`config.mk`:
```
export PLATFORM = sky130hd
export DESIGN_NAME = wbi_cmd_sched
export DESIGN_NICKNAME = d
export VERILOG_FILES = /design/src/rtl/wbi_pkg.sv /design/src/rtl/wbi_outs_cnt.sv /design/src/rtl/wbi_cmd_sched.sv
export SDC_FILE = /design/constraint.sdc
export NUM_CORES = 1
export LEC_CHECK = 0
export ABC_CLOCK_PERIOD_IN_PS = 7800
export BUFFER_PORTS_ARGS = -buffer_cell sky130_fd_sc_hd__clkbuf_2
export CORE_UTILIZATION = 45
export CTS_CLUSTER_DIAMETER = 120
export DETAILED_ROUTE_END_ITERATION = 12
export GPL_ROUTABILITY_DRIVEN = 0
export PLACE_DENSITY = 0.79
export SYNTH_ARGS = -nofsm -noshare
export SYNTH_HDL_FRONTEND = slang
export SYNTH_SLANG_ARGS = --single-unit
```
`constraint.sdc`:
```
create_clock -name mclk -period 7.8 [get_ports mclk]
set_input_delay 1.56 -clock mclk [delete_from_list [all_inputs] [get_ports mclk]]
set_output_delay 1.56 -clock mclk [all_outputs]
set_load 0.02 [all_outputs]
```
`src/rtl/wbi_pkg.sv`:
```
// Shared types and helpers for the wbi command scheduler.
package wbi_pkg;

   typedef enum logic [1:0] {IDLE, LOCK_M, LOCK_P} sched_state_t;

   localparam logic SRC_M = 1'b0;
   localparam logic SRC_P = 1'b1;

   // Reads are always one beat; a write with bl==0 still carries one beat.
   function automatic logic [15:0] beats(input logic we, input logic [15:0] bl);
      if (!we || bl == '0) return 16'd1;
      return bl;
   endfunction

endpackage

```
`src/rtl/wbi_outs_cnt.sv`:
```
// Up/down outstanding-transaction counter with full flag; saturates at 0 and MAX_OUTS.
module wbi_outs_cnt #(
   parameter int unsigned MAX_OUTS = 4,
   parameter int unsigned OW       = 4
) (
   input  logic clk,
   input  logic reset,
   input  logic inc,
   input  logic dec,
   output logic full
);

   logic [OW-1:0] cnt;

   assign full = (cnt == OW'(MAX_OUTS));

   always_ff @(posedge clk) begin
      if (reset) begin
         cnt <= '0;
      end else if (inc && !dec && !full) begin
         cnt <= cnt + OW'(1);
      end else if (dec && !inc && cnt != '0) begin
         cnt <= cnt - OW'(1);
      end
   end

endmodule

```
`src/rtl/wbi_cmd_sched.sv`:
```
// Command-slot scheduler: round-robin M/P arbitration with write-burst lock and
// local outstanding limit. Optional statistics counters under WBI_SCHED_STATS_EN.
module wbi_cmd_sched
   import wbi_pkg::*;
#(
   parameter int unsigned BL       = 10,
   parameter int unsigned MAX_OUTS = 4,
   parameter int unsigned OW       = 4
) (
   input  logic          mclk,
   input  logic          reset,
   input  logic          m_cmd_val_i,
   input  logic          m_cmd_we_i,
   input  logic [BL-1:0] m_cmd_bl_i,
   input  logic          p_cmd_val_i,
   input  logic          p_cmd_we_i,
   input  logic [BL-1:0] p_cmd_bl_i,
   input  logic          stg_cmd_wrdy_i,
   input  logic          m_res_lfire_i,
   output logic          gnt_o,
   output logic          m_cmd_en_o,
   output logic          p_cmd_en_o,
   output logic          lock_o,
   output logic          m_outs_full_o,
   output logic [15:0]   stat_m_cnt_o,
   output logic [15:0]   stat_p_cnt_o
);

   sched_state_t  state, state_nxt;
   logic          gnt_q;
   logic          rr_ptr, rr_nxt;
   logic [BL-1:0] beat_cnt, beat_nxt;
   logic          m_req, p_req, fire, multi, outs_inc;
   logic          cmd_we;
   logic [BL-1:0] cmd_bl;

   assign m_req      = m_cmd_val_i & ~m_outs_full_o;
   assign p_req      = p_cmd_val_i;
   assign lock_o     = (state != IDLE);
   assign m_cmd_en_o = ~gnt_o & (lock_o | ~m_outs_full_o);
   assign p_cmd_en_o = gnt_o;
   // Through m_cmd_en_o the outstanding limit gates only the first M beat.
   assign fire       = stg_cmd_wrdy_i & (gnt_o ? p_cmd_val_i : (m_cmd_val_i & m_cmd_en_o));
   assign cmd_we     = gnt_o ? p_cmd_we_i : m_cmd_we_i;
   assign cmd_bl     = gnt_o ? p_cmd_bl_i : m_cmd_bl_i;
   assign multi      = (beats(cmd_we, 16'(cmd_bl)) > 16'd1);

   always_comb begin
      gnt_o = gnt_q;
      unique case (state)
         IDLE: begin
            if (m_req && p_req) gnt_o = ~rr_ptr;
            else if (m_req)     gnt_o = SRC_M;
            else if (p_req)     gnt_o = SRC_P;
         end
         LOCK_M:  gnt_o = SRC_M;
         LOCK_P:  gnt_o = SRC_P;
         default: gnt_o = gnt_q;
      endcase
   end

   always_comb begin
      state_nxt = state;
      rr_nxt    = rr_ptr;
      beat_nxt  = beat_cnt;
      outs_inc  = 1'b0;
      if (fire) begin
         unique case (state)
            IDLE: begin
               if (multi) begin
                  beat_nxt  = cmd_bl - BL'(1);
                  state_nxt = gnt_o ? LOCK_P : LOCK_M;
               end else begin
                  rr_nxt   = gnt_o;
                  outs_inc = (gnt_o == SRC_M);
               end
            end
            LOCK_M, LOCK_P: begin
               beat_nxt = beat_cnt - BL'(1);
               if (beat_cnt == BL'(1)) begin
                  state_nxt = IDLE;
                  rr_nxt    = gnt_o;
                  outs_inc  = (gnt_o == SRC_M);
               end
            end
            default: state_nxt = IDLE;
         endcase
      end
   end

   always_ff @(posedge mclk) begin
      if (reset) begin
         state    <= IDLE;
         gnt_q    <= SRC_M;
         rr_ptr   <= SRC_P;
         beat_cnt <= '0;
      end else begin
         state    <= state_nxt;
         gnt_q    <= gnt_o;
         rr_ptr   <= rr_nxt;
         beat_cnt <= beat_nxt;
      end
   end

   wbi_outs_cnt #(
      .MAX_OUTS (MAX_OUTS),
      .OW       (OW)
   ) u_outs_cnt (
      .clk   (mclk),
      .reset (reset),
      .inc   (outs_inc),
      .dec   (m_res_lfire_i),
      .full  (m_outs_full_o)
   );

`ifdef WBI_SCHED_STATS_EN
   logic        first_fire;
   logic [15:0] stat_m_q, stat_p_q;

   assign first_fire   = fire & (state == IDLE);
   assign stat_m_cnt_o = stat_m_q;
   assign stat_p_cnt_o = stat_p_q;

   always_ff @(posedge mclk) begin
      if (reset) begin
         stat_m_q <= '0;
         stat_p_q <= '0;
      end else if (first_fire) begin
         if (gnt_o == SRC_M && stat_m_q != '1) stat_m_q <= stat_m_q + 16'd1;
         if (gnt_o == SRC_P && stat_p_q != '1) stat_p_q <= stat_p_q + 16'd1;
      end
   end
`else
   assign stat_m_cnt_o = '0;
   assign stat_p_cnt_o = '0;
`endif

endmodule

```
==> results of run 1 <==
## stage by stage
step	cell area [um2]	total power (W)
after floorplan	2310	0.000420
after global placement	2230	0.000471
after detailed placement	2230	0.000479
after CTS	2270	0.000547
after global routing	2270	0.000594
final	2270	0.000550
## sequential cells by signal, indices dropped and copies added, names as in the netlist
register        flops
state               2
gnt_q               1
beat_cnt           10
u_outs_cnt.cnt      4
rr_ptr              1
## layout make-up
| cell class | instances | area, um2 | area share |
|---|---|---|---|
| Clock buffer | 3 | 41.3 | 0.0182 |
| Inverter | 13 | 48.8 | 0.0215 |
| Multi-Input combinational cell | 247 | 1590 | 0.702 |
| Sequential cell | 18 | 360 | 0.159 |
| Tap cell | 54 | 67.6 | 0.0297 |
| Timing Repair Buffer | 32 | 160 | 0.0705 |
## cell usage after synthesis (3+ instances only)
| cell | n |
|---|---|
| xor2_1 | 5 |
| a211oi_1 | 8 |
| nand2_1 | 30 |
| a21oi_1 | 13 |
| nand3_1 | 7 |
| nand3b_1 | 4 |
| inv_1 | 12 |
| nand2b_1 | 3 |
| nor2b_1 | 7 |
| clkbuf_1 | 5 |
| ha_1 | 8 |
| nand4_1 | 6 |
| buf_2 | 5 |
| nor3_1 | 7 |
| o21ai_1 | 3 |
| a31oi_1 | 4 |
| dfxtp_1 | 18 |
| and3_1 | 5 |
| o21ai_0 | 10 |
| buf_4 | 35 |
| or3_1 | 3 |
| xnor2_1 | 4 |
| nor2_1 | 23 |
| mux2i_1 | 11 |
## final timing paths
path	start	endpoint	slack [ns]	depth (start not counted)
max	p_cmd_val_i	u_outs_cnt.cnt[3]	1.64	19
min	beat_cnt[1]	beat_cnt[1]	0.47	2
max reg2reg	state[0]	u_outs_cnt.cnt[3]	2.18	20
min reg2reg	beat_cnt[1]	beat_cnt[1]	0.47	2
## logic make-up (layout without fill, tap and decap cells)
logic type | after synthesis | count (layout) | share of synthesized area
buf+inv | 58 | 48 | 0.162
other cells | 1 | 32 | 0.00171
fa+ha+maj | 9 | 9 | 0.0548
simple gates | 111 | 111 | 0.268
compound gates | 73 | 73 | 0.251
mux | 13 | 13 | 0.0622
xor+xnor | 9 | 9 | 0.0359
flops | 18 | 18 | 0.164
## critical path, cell delays in order
cell and delay, ns:
clkbuf_2 0.13, o22a_1 0.17, a2bb2oi_1 0.41, nand2_1 0.43, inv_1 0.36, mux2i_1 0.29
ha_1 0.28, inv_1 0.13, a2111oi_0 0.42, nand4_1 0.26, nand4b_1 0.21, nand4_1 0.21
ha_1 0.35, a21o_1 0.18, a21oi_1 0.19, nor3_1 0.06, and4_1 0.19, a31oi_1 0.15
mux2_1 0.33
## routing by layer
layer  vias up  GRT usage  wire length (um)
li1       1053          -                 -
met1       999      0.284              2330
met2       111      0.344              2420
met3        12     0.0380               425
met4         0     0.0828               104
met5         -          0                 0
## power breakdown
part	leakage, nW	internal [W]	switching, W	total [W]
Combinational	0.810	0.000134	0.000214	0.000348
Sequential	0.147	0.000112	0.0000235	0.000135
Clock	0.0216	0.0000344	0.0000321	0.0000665
Total	0.978	0.000280	0.000270	0.000550
==> flow_summary_export.csv, run 1 <==
group,metric,value,unit
status,status,"complete, no violations",
clocking,clock_latency,0.26,ns
sta,fmax,162,MHz
routing,ant_nets,0,
placed_design,portBuffers,32,
global_routing,grt_max_degree,31,
finish,most-common-layout-cells,"conb_1, clkbuf_2, nand2_1",
clocking,cts_hold_buffers,0,
sta,worst_pin_slew,0.827,ns
floorplan,die_width,71.8,um
sta,relSlewSlack,0.449,
synth,synth_ff_type,"dfxtp_1",
clocking,clockRootBuffer,"clkbuf_8",
placed_design,placed_cells,364,
synth,synth.top_cells.by_area,"dfxtp_1, buf_4, nand2_1, mux2i_1, ha_1",
critical_path,worstSetupStartpointType,"input port",
sta,rsz0062_at_grt,"false",
routing,drc,0,
floorplan,io_pins,65,
synth,synth-edff-count,0,
finish,layout.nets,352,
sta,min_period,6.16,ns
clocking,clk_pin_slew,0.07,ns
global_routing,antenna_found_initial,0,
global_routing,grt_pass1_vias,1924,
worst_hold_path,hold_class,"reg2reg",
finish,fillers,486,
finish,final_util,0.484,
critical_path,cp.arrival,6.31,ns
floorplan,rows,25,
power_and_ir_drop,powerDensity,242,mW/mm2
routing,drtIter0Drc,158,
sta,fin_ws,1.64,ns
routing,num_vias,2175,
placed_design,preCtsSetupSlack,1.47,ns
sta,finalSetupTns,0,ns
sta,fin_crit_sh,0.790,
sta,skew,0.00473,ns
clocking,cts_inserted_buffers,3,
synth,ys_types,67,
floorplan,initial_core_util,0.467,
global_routing,grt_pass1_wl,8830,um
routing,firstDrtPassIters,6,
clocking,numClockSinks,18,
floorplan,dieHeight,71.8,um
routing,finalWirelength,5280,um
placed_design,place_hpwl,4140,um
power_and_ir_drop,p_leak,0.978,nW
sta,setup_viol,0,
global_routing,grt_overflow,0,
synth,synth_top_area_share,0.164,
finish,layout.cells.non_filler,367,
sta,hold_viol_final,0,
clocking,cts-resized-gates,0,
clocking,post_cts_buffers,0,
synth,syn_area,0.00219,mm2
clocking,clockBufferDepth,2,
routing,via_per_inst,5.93,
clocking,cts_tree,"yes",
floorplan,die-area,0.00516,mm2
critical_path,cp_max_fo,13,
finish,drive_above_1_share,0.157,
sta,timing.hold.ws,0.465,ns
synth,yosysSeqAreaShare,0.164,
power_and_ir_drop,vdd_drop_max,0.143,mV
critical_path,required,7.95,ns
synth,synth-async-reset-ratio,0,
synth,synth.avg_cell_area,7.51,um2
finish,syn2layout_area_growth,3.59,%
global_routing,grt.total_usage,0.214,
synth,ys_warn_count,0,
flow_run,cap_violations,0,
critical_path,endpoint_kind,"register",
synth,yosysTopAreaCell,"dfxtp_1",
floorplan,core,0.00469,mm2
routing,wl_per_cell,14.4,um
critical_path,path_class,"in2reg",
sta,slew_violations,0,
synth,synthCells,292,
synth,ys_ff_latch,18,
finish,n_antenna_cell,0,
clocking,htree_levels,1,
No activity file was read; power rests on OpenSTA's default activity.
==> run 2: changes to the inputs <==
--- a/config.mk
+++ b/config.mk
@@ -5,13 +5,13 @@
 export SDC_FILE = /design/constraint.sdc
 export NUM_CORES = 1
 export LEC_CHECK = 0
-export ABC_CLOCK_PERIOD_IN_PS = 7800
+export ABC_CLOCK_PERIOD_IN_PS = 4960
 export BUFFER_PORTS_ARGS = -buffer_cell sky130_fd_sc_hd__clkbuf_2
 export CORE_UTILIZATION = 45
 export CTS_CLUSTER_DIAMETER = 120
 export DETAILED_ROUTE_END_ITERATION = 12
 export GPL_ROUTABILITY_DRIVEN = 0
-export PLACE_DENSITY = 0.79
+export PLACE_DENSITY = 0.82
 export SYNTH_ARGS = -nofsm -noshare
 export SYNTH_HDL_FRONTEND = slang
 export SYNTH_SLANG_ARGS = --single-unit
==> constraint.sdc (replaced) <==
create_clock -name mclk -period 4.96 [get_ports mclk]
set_input_delay 0.992 -clock mclk [delete_from_list [all_inputs] [get_ports mclk]]
set_output_delay 0.992 -clock mclk [all_outputs]
set_load 0.02 [all_outputs]
==> run 2 against run 1 <==
Net effect:
- critical path depth did not move
- final area rose by 3.4%
- clock power rose by 82%
- flip-flop and latch count did not move
- core utilization rose by 1.7 points
- via count rose by 3.2%
- sequential power rose by 58%
- combinational power rose by 64%
- largest power group unchanged
==> flow_summary_export.csv, run 2 (synthesis results as in run 1) <==
group,metric,value,unit
critical_path,endpoint_kind,"register",
sta,skew,0.00255,ns
routing,drc,0,
global_routing,antenna_found_initial,0,
finish,drive_above_1_share,0.183,
finish,syn2layout_area_growth,7.13,%
sta,min_period,4.65,ns
finish,design_area,0.00235,mm2
critical_path,cp_max_fo,5,
floorplan,dieHeight,71.8,um
power_and_ir_drop,p_int,0.000474,W
power_and_ir_drop,sw_frac_of_total,0.477,
sta,fmax,215,MHz
routing,finalWirelength,5470,um
power_and_ir_drop,vdd_drop_max,0.235,mV
finish,layout.nets,360,
sta,slew_violations,0,
sta,worst_pin_slew,0.531,ns
finish,n_antenna_cell,0,
floorplan,initial_core_util,0.467,
routing,via_per_inst,5.97,
routing,wl_per_cell,14.6,um
finish,multi_input_area,0.00160,mm2
sta,hold_viol_final,0,
finish,largestRegisters,"beat_cnt: 10 flops, u_outs_cnt.cnt: 4 flops, state: 2 flops",
routing,ant_nets,0,
sta,fin_crit_sh,0.937,
global_routing,grt_pass1_vias,2077,
finish,seq_area,360,um2
clocking,htree_levels,1,
finish,largest_reg_flops,10,
power_and_ir_drop,power_frac_seq,0.235,
sta,setup_viol,0,
flow_run,cap_violations,0,
power_and_ir_drop,powerDensity,385,mW/mm2
critical_path,cp.arrival,4.79,ns
finish,layout.cells.non_filler,376,
floorplan,io_pins,65,
global_routing,grt.total_usage,0.221,
status,status,"complete, no violations",
power_and_ir_drop,clkPwrFrac,0.134,
clocking,numClockSinks,18,
placed_design,placed_cells,369,
placed_design,place_hpwl,4220,um
finish,fillers,463,
clocking,clockRootBuffer,"clkbuf_8",
power_and_ir_drop,p_leak,1.02,nW
floorplan,die_width,71.8,um
routing,drtIter0Drc,120,
finish,final_util,0.501,
clocking,cts_inserted_buffers,3,
sta,fin_ws,0.314,ns
global_routing,grt_overflow,0,
critical_path,path_class,"in2reg",
routing,firstDrtPassIters,5,
clocking,cts_hold_buffers,0,
floorplan,die-area,0.00516,mm2
clocking,cts_tree,"yes",
clocking,clock_latency,0.26,ns
floorplan,core,0.00469,mm2
placed_design,preCtsSetupSlack,0.0139,ns
power_and_ir_drop,p_sw,0.000432,W
power_and_ir_drop,comb_power_share,0.631,
finish,most-common-layout-cells,"conb_1, clkbuf_2, nand2_1",
clocking,clockBufferDepth,2,
placed_design,place_area,0.00227,mm2
power_and_ir_drop,power.total,0.000906,W
placed_design,portBuffers,32,
global_routing,grt_max_degree,31,
worst_hold_path,hold_class,"reg2reg",
routing,num_vias,2244,
critical_path,worstSetupStartpointType,"input port",
finish,largest_register,"beat_cnt",
clocking,clk_pin_slew,0.07,ns
critical_path,required,5.11,ns
floorplan,rows,25,
sta,relSlewSlack,0.642,
global_routing,grt_pass1_wl,9160,um
-- run 2: cell types whose count changed in the layout (fill, tap and decap cells not counted), sizes merged --
| cell | before | now |
|---|---|---|
| buf | 0 | 8 |
| clkbuf | 35 | 36 |
-- run 2: layout make-up --
cell class / instances / area share
Sequential cell: 18 / 0.153
Inverter: 13 / 0.0208
Tap cell: 54 / 0.0288
Clock buffer: 4 / 0.0234
Timing Repair Buffer: 40 / 0.0937
Multi-Input combinational cell: 247 / 0.680
-- run 2: what timing repair did --
item / 4_1_cts / 5_1_grt
setup endpoints to repair: 0 / 1
gates resized for setup: 0 / 2
endpoints found under the hold margin: 0 / 0
setup buffers: 0 / 3
-- run 2: through the flow --
step / setup TNS (ns) / hold slack, ns
floorplan: 0 / 0.436
global route: -0.0416 / 0.516
global placement: 0 / 0.451
detailed placement: 0 / 0.473
CTS: 0 / 0.481
finish: 0 / 0.477
-- run 2: path summary, 6_finish.rpt --
kind / startpoint / to / slack, ns / cells past startpoint
min reg2reg: beat_cnt[1] / beat_cnt[1] / 0.48 / 2
min: beat_cnt[1] / beat_cnt[1] / 0.48 / 2
max: p_cmd_val_i / u_outs_cnt.cnt[3] / 0.31 / 19
max reg2reg: state[0] / u_outs_cnt.cnt[3] / 0.37 / 19
-- run 2: per-layer routing --
layer  global-route usage  share of wire  up-vias  wire length [um]
met5                    0              0        -                 0
met4               0.0806          0.022        0               118
met3               0.0394          0.065       12               355
met2                0.373           0.47       97              2580
met1                0.282           0.44     1065              2420
li1                     -              -     1070                 -
-- run 2: power by group through the flow --
| stage | clock [W] | combinational [W] | sequential [W] |
|---|---|---|---|
| after detailed placement | 0 | 0.000558 | 0.000215 |
| after global placement | 0 | 0.000540 | 0.000213 |
| after global routing | 0.000129 | 0.000628 | 0.000219 |
| after CTS | 0.000123 | 0.000560 | 0.000212 |
| final | 0.000121 | 0.000572 | 0.000213 |
| after floorplan | 0 | 0.000459 | 0.000202 |
-- run 2: worst max-delay path, cell delays in order --
cell and delay, ns:
clkbuf_2 0.14, o22a_1 0.17, a2bb2oi_1 0.20, nand2_1 0.15
inv_1 0.12, mux2i_1 0.26, ha_1 0.21, inv_1 0.09
a2111oi_1 0.44, nand4_1 0.23, nand4b_1 0.18, nand4_1 0.19
ha_1 0.34, a21o_1 0.17, a21oi_1 0.19, nor3_1 0.06
and4_1 0.19, a31oi_1 0.15, mux2_1 0.33
